File: src/rtl/mc_control.sv
// mc_control: sequencing FSM for the multi-cycle MIPS datapath.
//
// Steps each instruction through fetch, decode, execute, memory and writeback
// states. It drives the ALU function code, datapath mux selects and write
// enables from the current state, with some outputs also depending on the
// held opcode. It also counts fetched instructions.
//
// Ports:
//   clk       - rising-edge clock
//   reset     - synchronous, active-high
//   opcode    - IR[31:26], stable from DECODE onward
//   funct     - IR[5:0]
//   zero      - ALU result == 0, used for beq/bne
//   alufun    - ALU function; bit3 inverts B and sets carry-in
//   alusrca   - 0 = PC, 1 = register A
//   alusrcb   - 00 reg B, 01 const 4, 10 extended imm, 11 sign-ext imm<<2
//   zext      - zero-extend the immediate instead of sign-extending it
//   iord      - memory address 0 = PC, 1 = ALUOut
//   memwrite, irwrite, regwrite - write enables
//   regdst    - 0 = rt, 1 = rd
//   memtoreg  - 0 = ALUOut, 1 = MDR
//   pcsrc     - 00 ALU result, 01 ALUOut, 10 jump target
//   pcen      - PC write enable
//   illegal   - one-cycle pulse in DECODE for an unsupported instruction
//   icount    - instructions fetched since reset, wraps
module mc_control #(
  parameter int CNT_WIDTH = 32
) (
  input  logic                 clk,
  input  logic                 reset,
  input  logic [5:0]           opcode,
  input  logic [5:0]           funct,
  input  logic                 zero,
  output logic [3:0]           alufun,
  output logic                 alusrca,
  output logic [1:0]           alusrcb,
  output logic                 zext,
  output logic                 iord,
  output logic                 memwrite,
  output logic                 irwrite,
  output logic                 regwrite,
  output logic                 regdst,
  output logic                 memtoreg,
  output logic [1:0]           pcsrc,
  output logic                 pcen,
  output logic                 illegal,
  output logic [CNT_WIDTH-1:0] icount
);

  localparam logic [5:0] OP_RTYPE = 6'b000000;
  localparam logic [5:0] OP_J     = 6'b000010;
  localparam logic [5:0] OP_BEQ   = 6'b000100;
  localparam logic [5:0] OP_BNE   = 6'b000101;
  localparam logic [5:0] OP_ADDI  = 6'b001000;
  localparam logic [5:0] OP_ADDIU = 6'b001001;
  localparam logic [5:0] OP_SLTI  = 6'b001010;
  localparam logic [5:0] OP_ANDI  = 6'b001100;
  localparam logic [5:0] OP_ORI   = 6'b001101;
  localparam logic [5:0] OP_XORI  = 6'b001110;
  localparam logic [5:0] OP_LW    = 6'b100011;
  localparam logic [5:0] OP_SW    = 6'b101011;

  typedef enum logic [3:0] {
    FETCH, DECODE, MEMADR, MEMRD, MEMWB, MEMWR,
    EXEC, ALUWB, BRANCH, IMMEX, IMMWB, JUMP
  } state_t;

  state_t state;
  state_t next_state;
  logic   decode_illegal;

  // R-type funct decode: ALU code for EXEC and whether the funct is supported.
  logic       funct_ok;
  logic [3:0] rtype_alufun;

  always_comb begin
    funct_ok     = 1'b1;
    rtype_alufun = 4'b0110;
    case (funct)
      6'b100000, 6'b100001: rtype_alufun = 4'b0110;
      6'b100010, 6'b100011: rtype_alufun = 4'b1110;
      6'b100100:            rtype_alufun = 4'b0000;
      6'b100101:            rtype_alufun = 4'b0001;
      6'b100110:            rtype_alufun = 4'b0010;
      6'b100111:            rtype_alufun = 4'b0011;
      6'b101010:            rtype_alufun = 4'b1111;
      default:              funct_ok     = 1'b0;
    endcase
  end

  // Immediate-class decode; logical immediates are zero-extended and the
  // extension choice must persist into IMMWB because the datapath may
  // still be using the extended value there.
  logic [3:0] imm_alufun;
  logic       imm_zext;

  always_comb begin
    imm_alufun = 4'b0110;
    imm_zext   = 1'b0;
    case (opcode)
      OP_SLTI: imm_alufun = 4'b1111;
      OP_ANDI: begin imm_alufun = 4'b0000; imm_zext = 1'b1; end
      OP_ORI:  begin imm_alufun = 4'b0001; imm_zext = 1'b1; end
      OP_XORI: begin imm_alufun = 4'b0010; imm_zext = 1'b1; end
      default: imm_alufun = 4'b0110;
    endcase
  end

  // Next-state logic. An instruction that DECODE cannot dispatch returns
  // straight to FETCH and is flagged as illegal for that one cycle.
  always_comb begin
    next_state     = FETCH;
    decode_illegal = 1'b0;
    case (state)
      FETCH:  next_state = DECODE;
      DECODE: begin
        case (opcode)
          OP_LW, OP_SW: next_state = MEMADR;
          OP_RTYPE: begin
            if (funct_ok) next_state = EXEC;
            else          decode_illegal = 1'b1;
          end
          OP_BEQ, OP_BNE: next_state = BRANCH;
          OP_ADDI, OP_ADDIU, OP_SLTI,
          OP_ANDI, OP_ORI, OP_XORI: next_state = IMMEX;
          OP_J:    next_state = JUMP;
          default: decode_illegal = 1'b1;
        endcase
      end
      MEMADR:  next_state = (opcode == OP_LW) ? MEMRD : MEMWR;
      MEMRD:   next_state = MEMWB;
      EXEC:    next_state = ALUWB;
      IMMEX:   next_state = IMMWB;
      default: next_state = FETCH;
    endcase
  end

  // State register and fetch counter; every FETCH cycle outside reset
  // counts one instruction.
  always_ff @(posedge clk) begin
    if (reset) begin
      state  <= FETCH;
      icount <= '0;
    end else begin
      state <= next_state;
      if (state == FETCH) icount <= icount + CNT_WIDTH'(1);
    end
  end

  // Moore output decode. Write enables and the illegal pulse are masked
  // while reset is high so an abandoned instruction cannot modify state.
  always_comb begin
    alufun   = 4'b0000;
    alusrca  = 1'b0;
    alusrcb  = 2'b00;
    zext     = 1'b0;
    iord     = 1'b0;
    memwrite = 1'b0;
    irwrite  = 1'b0;
    regwrite = 1'b0;
    regdst   = 1'b0;
    memtoreg = 1'b0;
    pcsrc    = 2'b00;
    pcen     = 1'b0;
    illegal  = 1'b0;
    case (state)
      FETCH:  begin alusrcb = 2'b01; alufun = 4'b0110; irwrite = 1'b1; pcen = 1'b1; end
      DECODE: begin alusrcb = 2'b11; alufun = 4'b0110; illegal = decode_illegal; end
      MEMADR: begin alusrca = 1'b1; alusrcb = 2'b10; alufun = 4'b0110; end
      MEMRD:  iord = 1'b1;
      MEMWB:  begin memtoreg = 1'b1; regwrite = 1'b1; end
      MEMWR:  begin iord = 1'b1; memwrite = 1'b1; end
      EXEC:   begin alusrca = 1'b1; alufun = rtype_alufun; end
      ALUWB:  begin regdst = 1'b1; regwrite = 1'b1; end
      BRANCH: begin
        alusrca = 1'b1;
        alufun  = 4'b1110;
        pcsrc   = 2'b01;
        pcen    = (opcode == OP_BNE) ? ~zero : zero;
      end
      IMMEX:  begin alusrca = 1'b1; alusrcb = 2'b10; alufun = imm_alufun; zext = imm_zext; end
      IMMWB:  begin regwrite = 1'b1; zext = imm_zext; end
      JUMP:   begin pcsrc = 2'b10; pcen = 1'b1; end
      default: alufun = 4'b0000;
    endcase
    if (reset) begin
      pcen     = 1'b0;
      irwrite  = 1'b0;
      regwrite = 1'b0;
      memwrite = 1'b0;
      illegal  = 1'b0;
    end
  end

endmodule

File: config.mk
export PLATFORM = sky130hd
export DESIGN_NAME = mc_control
export DESIGN_NICKNAME = d
export VERILOG_FILES = /design/src/rtl/mc_control.sv
export SDC_FILE = /design/constraint.sdc
export NUM_CORES = 1
export LEC_CHECK = 0
export ABC_AREA = 1
export CORE_MARGIN = 10
export CORE_UTILIZATION = 48
export CTS_CLUSTER_SIZE = 8
export DETAILED_ROUTE_END_ITERATION = 10
export GPL_TIMING_DRIVEN = 0
export PLACE_DENSITY = 0.8
export SETUP_SLACK_MARGIN = 0.1
export SLEW_MARGIN = 20
export SYNTH_ARGS = -nofsm -noshare
export SYNTH_HDL_FRONTEND = slang
export SYNTH_SLANG_ARGS = --single-unit
export TNS_END_PERCENT = 10
File: constraint.sdc
create_clock -name clk -period 1.8 [get_ports clk]
set_input_delay 0.36 -clock clk [delete_from_list [all_inputs] [get_ports clk]]
set_output_delay 0.36 -clock clk [all_outputs]
set_load 0.005 [all_outputs]
# Yosys cells after proc, flatten, opt, wreduce, memory -nomap -nowiden
# Index checks and enable logic that the tools add are counted.
# classes
addsub	1
n_mul	0
n_div	0
order_cmp	0
eq_ne	31
shifts	0
n_mux	29
bitwise	1
reduce_logical	16
# ops
operator	count
equality test 6 bit, second input constant	11
one-hot mux 4 bit (6 select lines)	2
equality test 6 x 4 -> 1 bit, second input constant	6
adder 32 x 1 -> 32 bit, second input constant	1
one-hot mux 4 bit (4 select lines)	2
one-hot mux 4 bit (5 select lines)	1
two-way mux 1 bit	18
equality test 4 x 3 -> 1 bit, second input constant	4
equality test 4 bit, second input constant	4
OR reduction 2 bit	7
equality test 6 x 3 -> 1 bit, second input constant	2
OR reduction 11 bit	1
OR reduction 3 bit	3
OR reduction 9 bit	1
equality test 4 x 2 -> 1 bit, second input constant	2
equality test 6 x 2 -> 1 bit, second input constant	1
zero test 6 bit	1
two-way mux 3 bit	2
one-hot mux 2 bit (3 select lines)	1
OR reduction 6 bit	1
equality test 4 x 1 -> 1 bit, second input constant	1
zero test 4 bit	1
one-hot mux 1 bit (2 select lines)	2
one-hot mux 2 bit (2 select lines)	1
other kinds (2)	2
# totals
reg_bits	36
latchBits	0
ramBits	0
romBits	0
inputBits	15
mem_count	0

# Depth between registers and ports, before layout
# Gate-level depths: netlist of the first run.
# depth
word_depth	7
mapped_depth	9
depth_no_buf	9

# Worst setup path before layout of the first run
# Ideal clock, no wire load.
# synth_path
path_kind	reg-to-output
from	register state[0]
to	output illegal
t_arrival_ps	1178
t_required_ps	1440
slack_ps	262
path_stages_with_launch	7
path_cell_list	dfxtp_1 inv_1 nor2_1 inv_1 nor2_1 nand3_1 nor3b_1
# synth_between
elab_chain_cells	3
# synth_lines
item	line_no	rtl
from (decl)	68	state_t state;
from (signal assigned)	145	state <= next_state;
equality test 4 x 1 -> 1 bit	114, 166	
two-way mux 1 bit	166	case (state)
two-way mux 1 bit	186	if (reset) begin
to (decl)	46	output logic illegal,
# Every way passes these cells.

# Worst setup path in the final report of the first run
# layout_path
from	register state[2]
to	output illegal
# Same word-level chain as after synthesis.

==> flow_summary.yaml, run 1 <==
floorplanning:
  core_mm2: 0.00469
  start_util: 0.494
  dieArea_mm2: 0.00801
  die_y_um: 89.5
  rows: 25
  die_x_um: 89.5
  ioPinCount: 65
clock_network:
  hold_buffers: 0
  cts_tree: "built"
  clock_latency_ns: 0.29
  cts_buffer_depth: 2
  root_buffer: "clkbuf_8"
  cts_made_buffers: 5
  h-tree-depth: 2
  clock_sinks: 36
  clk_pin_slew_ns: 0.07
finish:
  fin_cells: 500
  area.growth.synth_to_final_pct: 43.3
  n_antenna_cell: 0
  drive_gt1_frac: 0.251
  layout_commonest_cell: "nand2_1"
  layout.nets: 461
  layout_common_cells: "nand2_1 (74), nor2_1 (53), clkdlybuf4s50_1 (34)"
run_status:
  status: "complete, but fails checks"
  violations: "setup timing"
power_and_ir_drop:
  p_leak_nw: 1.45
  p_sw_frac: 0.268
  power_w: 0.00169
  p_seq_frac: 0.491
  clockPowerShare: 0.352
  switchingPower_w: 0.000452
  internal_power_w: 0.00124
  pwr-share-comb: 0.157
  peakVddDrop_mv: 0.325
  power_density_mw_per_mm2: 508
setup_path:
  criticalPathCategory: "reg2out"
  rrSetupSlack_ns: 0.12
  crit_path_max_fanout: 5
  path_cells: "nor2_4 > inv_4 > nor2_4 > nand3_2 > nor3b_2 > buf_2"
  cp_top_family: "simple AND/OR/NAND/NOR gates"
  endpoint_kind: "output pin"
  max_stage_delay_ns: 0.37
  cp_slowest_cell: "dfxtp_4"
  path_buf_inv: 2
  worstPathArrival_ns: 1.52
  r2r_start: "state[2]$_SDFF_PP0_"
  start_kind: "flip-flop"
  worstPathRequired_ns: 1.44
  crit_start: "state[2]$_SDFF_PP0_"
  crit_top_cell: "nor2_4"
placement:
  place.gp.congestion: 0.889
  dp.cells: 483
  portBuffers: 63
  dp_hpwl_mm: 5.24
  dpl_worst_slack_ns: -0.680
logic_synthesis:
  seq_area_frac_synth: 0.311
  yosys_warnings: 0
  yosysUniqueCellTypes: 30
  postSynthCellCount: 366
  ys_ff_latch: 36
  synth_nets: 382
  postSynthAreaPerCell_um2: 6.34
  syn_area_mm2: 0.00232
timing:
  hold_slack_ns: 0.356
  relSlewSlack: 0.729
  setup_viol_count_final: 4
  fin_crit_sh: 1.04
  rsz0062_at_grt: "yes"
  hold_violations: 0
  worstMarginPinSlew_ns: 0.403
  timing.fmax_mhz: 532
  maxSlewViolCount: 0
  min_period_ns: 1.88
  setup_ws_ns: -0.0780
  fin_setup_tns_ns: -0.125
  fin_worst_skew_ns: 0.00254
route:
  dr.first_iter.drc_count: 191
  drc: 0
  drt_pre_antenna_iters: 4
  avgViaCountPerCell: 5.42
  wl_mm: 7.32
  antenna_left: 0
  num_vias: 2711
  wire_per_inst_um: 14.6
grt:
  grtUsageTotal: 0.175
  grt_pass1_wl_mm: 11.4
  grt_pass1_vias: 2622
  overflow: 0
  grt_max_degree: 11
  antenna_found_initial: 0
hold_path:
  hold_class: "in2reg"
  hold_start: "reset"
job:
  max-cap-violations: 0
through the flow:
stage           util  cell area, um^2
4_1_cts        0.680             3190
5_1_grt        0.709             3320
3_5_place_dp   0.643             3020
3_3_place_gp   0.643             3020
2_1_floorplan      -             2320
6_report       0.709             3320
metal layers:
layer,track usage,part of all wire
met5,0,0
met4,0.0592,0.016
met3,0.0602,0.086
met2,0.300,0.48
met1,0.196,0.42
cell type report:
cell class | count | area, um^2
Clock buffer | 8 | 90.1
Buffer | 4 | 20.0
Tap cell | 54 | 67.6
Inverter | 49 | 186
Multi-Input combinational cell | 277 | 1590
Sequential cell | 36 | 737
Timing Repair Buffer | 72 | 629
Fill cell | 418 | 1370
worst reg2reg max path, delay by kind of cell (launching register included):
kind,cells,cell delay [ns]
buffers and inverters,1,0.15
flip-flops,1,0.37
AND/OR/NAND/NOR,8,1.07
state kept, by name, summed over array words and instances (netlist names):
| signal | flops |
|---|---|
| state | 4 |
| icount | 32 |
Yosys cell counts, drive strengths merged:
cell type | instances | area [um^2]
a22oi | 1 | 7.51
nand3 | 27 | 135
nand2 | 83 | 319
o21a | 1 | 7.51
dfxtp | 36 | 721
nor4 | 1 | 6.26
nor2 | 82 | 395
nor3b | 4 | 30.0
ha | 1 | 12.5
o21ai | 18 | 90.1
nand4 | 12 | 126
a31oi | 4 | 25.0
o21bai | 2 | 15.0
a21oi | 24 | 120
xor2 | 3 | 26.3
buf | 1 | 5.00
a211oi | 1 | 7.51
o211ai | 2 | 15.0
clkbuf | 3 | 11.3
a22o | 1 | 8.76
inv | 49 | 184
and2 | 1 | 6.26
nor3 | 9 | 45.0
final timing paths:
kind                                   to  cells past startpoint
hold reg to reg    icount[8]$_SDFFE_PP0P_                      2
setup reg to reg  icount[31]$_SDFFE_PP0P_                      9
hold / removal     icount[7]$_SDFFE_PP0P_                      2
setup / recovery                  illegal                      6
cell families after synthesis:
| family | Yosys count | share of synthesized area |
|---|---|---|
| simple gates | 219 | 0.458 |
| compound gates | 54 | 0.128 |
| buf+inv | 53 | 0.0863 |
| flops | 36 | 0.311 |
| xor+xnor | 3 | 0.0113 |
| fa+ha+maj | 1 | 0.00539 |
power groups by stage:
stage	clock network, W	registers (W)	logic (W)
final	0.000595	0.000829	0.000265
after global placement	0	0.000846	0.000218
after CTS	0.000594	0.000826	0.000230
after detailed placement	0	0.000847	0.000223
after floorplan	0	0.000845	0.000113
after global routing	0.000629	0.000831	0.000289
repair_timing:
| item | 4_1_cts | 5_1_grt |
|---|---|---|
| endpoints found under the hold margin | 0 | 0 |
| setup endpoints to repair | 18 | 25 |
| setup buffers | 4 | 5 |
| pin swaps | 16 | 28 |
| gates resized for setup | 92 | 68 |
(Power assumes the default switching activity.)
==> run 2: changes to the inputs <==
Settings changed: CORE_UTILIZATION 48 to 55, DONT_BUFFER_PORTS set to 1, PLACE_DENSITY 0.8 to 0.7, TNS_END_PERCENT 10 to 1.
==> run 2 against run 1 <==
  * The run now ends clean
  * Cell area fell by 21%
  * First-iteration DRC count fell by 25%
  * Sequential cell count did not move
  * Non-clock buffer count fell by 66
  * Wire length fell by 16%
  * Largest cell class unchanged
==> flow_summary.yaml, run 2 (same netlist as run 1, synthesis figures left out) <==
route:
  dr.first_iter.drc_count: 143
  antenna_left: 0
  avgViaCountPerCell: 5.49
  drt_pre_antenna_iters: 4
  wire_per_inst_um: 14.4
  drc: 0
  wl_mm: 6.16
  num_vias: 2355
clock_network:
  cts_buffer_depth: 2
  clk_pin_slew_ns: 0.07
  clock_sinks: 36
  cts_made_buffers: 5
  cts_tree: "built"
  h-tree-depth: 2
  root_buffer: "clkbuf_8"
  hold_buffers: 0
  clock_latency_ns: 0.29
finish:
  n_antenna_cell: 0
  reg_top3: "icount (32), state (4)"
  post-route-util: 0.648
  largest_register_ffs: 32
  layout.nets: 395
  layout_common_cells: "nand2_1 (79), nor2_1 (62), inv_1 (39)"
  drive_gt1_frac: 0.169
  largest_register: "icount"
  area.growth.synth_to_final_pct: 12.5
  layout_commonest_cell: "nand2_1"
  fin_cells: 429
placement:
  dp_hpwl_mm: 4.80
  portBuffers: 0
  place.gp.congestion: 0.896
  dp.cells: 416
floorplanning:
  die_x_um: 84.9
  ioPinCount: 65
  start_util: 0.576
  die_y_um: 84.9
  dieArea_mm2: 0.00722
  core_mm2: 0.00403
  rows: 23
grt:
  grt_max_degree: 11
  grt_pass1_vias: 2153
  overflow: 0
  grt_pass1_wl_mm: 10.3
  antenna_found_initial: 0
  grtUsageTotal: 0.171
power_and_ir_drop:
  power_density_mw_per_mm2: 597
  peakVddDrop_mv: 0.276
  p_leak_nw: 1.09
run_status:
  status: "finished clean"
setup_path:
  start_kind: "flip-flop"
  worstPathRequired_ns: 1.44
  r2r_start: "icount[0]$_SDFFE_PP0P_"
  criticalPathCategory: "reg2out"
  crit_start: "state[3]$_SDFF_PP0_"
  worstPathArrival_ns: 1.35
  endpoint_kind: "output pin"
  crit_path_max_fanout: 3
timing:
  timing.fmax_mhz: 586
  fin_worst_skew_ns: 0.0127
  setup_viol_count_final: 0
  fin_crit_sh: 0.947
  min_period_ns: 1.71
  worstMarginPinSlew_ns: 0.526
  rsz0062_at_grt: "yes"
  maxSlewViolCount: 0
  hold_violations: 0
  relSlewSlack: 0.649
  fin_setup_tns_ns: 0
hold_path:
  hold_class: "in2reg"
  hold_start: "reset"
job:
  max-cap-violations: 0
-- run 2: changes by cell type in the layout (fill, tap and decap cells not counted), sizes merged --
cell           change
buf               -10
clkbuf            -12
clkdlybuf4s15      -1
clkdlybuf4s50     -34
clkinv             +1
dlygate4sd2        -5
dlymetal6s2s       -6
-- run 2: report_power, final --
group | leakage, nW | switching, W | internal (W)
Clock | 0.0410 | 0.000281 | 0.000263
Sequential | 0.294 | 0.0000229 | 0.000809
Combinational | 0.754 | 0.000116 | 0.0000660
-- run 2: repair_timing --
| item | in CTS | in global routing |
|---|---|---|
| resized for setup | 36 | 11 |
| setup buffers | 5 | 1 |
| endpoints found under the setup margin | 9 | 15 |
| pin swaps | 8 | 4 |
-- run 2: layout make-up --
| type | count | area [um^2] |
|---|---|---|
| Multi-Input combinational cell | 277 | 1480 |
| Fill cell | 379 | 1420 |
| Sequential cell | 36 | 738 |
| Inverter | 49 | 186 |
| Clock buffer | 6 | 72.6 |
| Tap cell | 50 | 62.6 |
| Timing Repair Buffer | 6 | 45.0 |
| Buffer | 4 | 18.8 |
| Clock inverter | 1 | 5.00 |
-- run 2: worst max-delay path: stages, from the launching register on --
cell	delay, ns
dfxtp_4	0.38
inv_2	0.06
nor2_4	0.12
inv_2	0.07
nor2_4	0.15
nand3_2	0.12
a21oi_2	0.17
-- run 2: routing by layer --
metal	vias up	global-route usage	share of wire
met4	0	0.0524	0.010
met3	7	0.0765	0.083
li1	1226	-	-
met2	60	0.276	0.47
met5	-	0	0
met1	1062	0.197	0.43
-- run 2: path summary, 6_finish.rpt --
check / endpoint / slack, ns / depth (start not counted)
worst max-delay path: pcen / 0.09 / 6
worst min register to register: icount[9]$_SDFFE_PP0P_ / 0.52 / 2
worst max register to register: icount[26]$_SDFFE_PP0P_ / 0.21 / 8
worst min-delay path: icount[12]$_SDFFE_PP0P_ / 0.35 / 2
-- run 2: stage by stage --
step / area, um^2 / power, W / hold WS, ns / worst slack, ns
3_3_place_gp: 2380 / 0.000989 / 0.507 / -0.0785
4_1_cts: 2580 / 0.00156 / 0.390 / 0.0846
2_1_floorplan: 2320 / 0.000958 / 0.470 / 0.262
6_report: 2610 / 0.00156 / 0.349 / 0.0947
5_1_grt: 2610 / 0.00163 / 0.365 / 0.0414
3_5_place_dp: 2380 / 0.000994 / 0.514 / -0.106
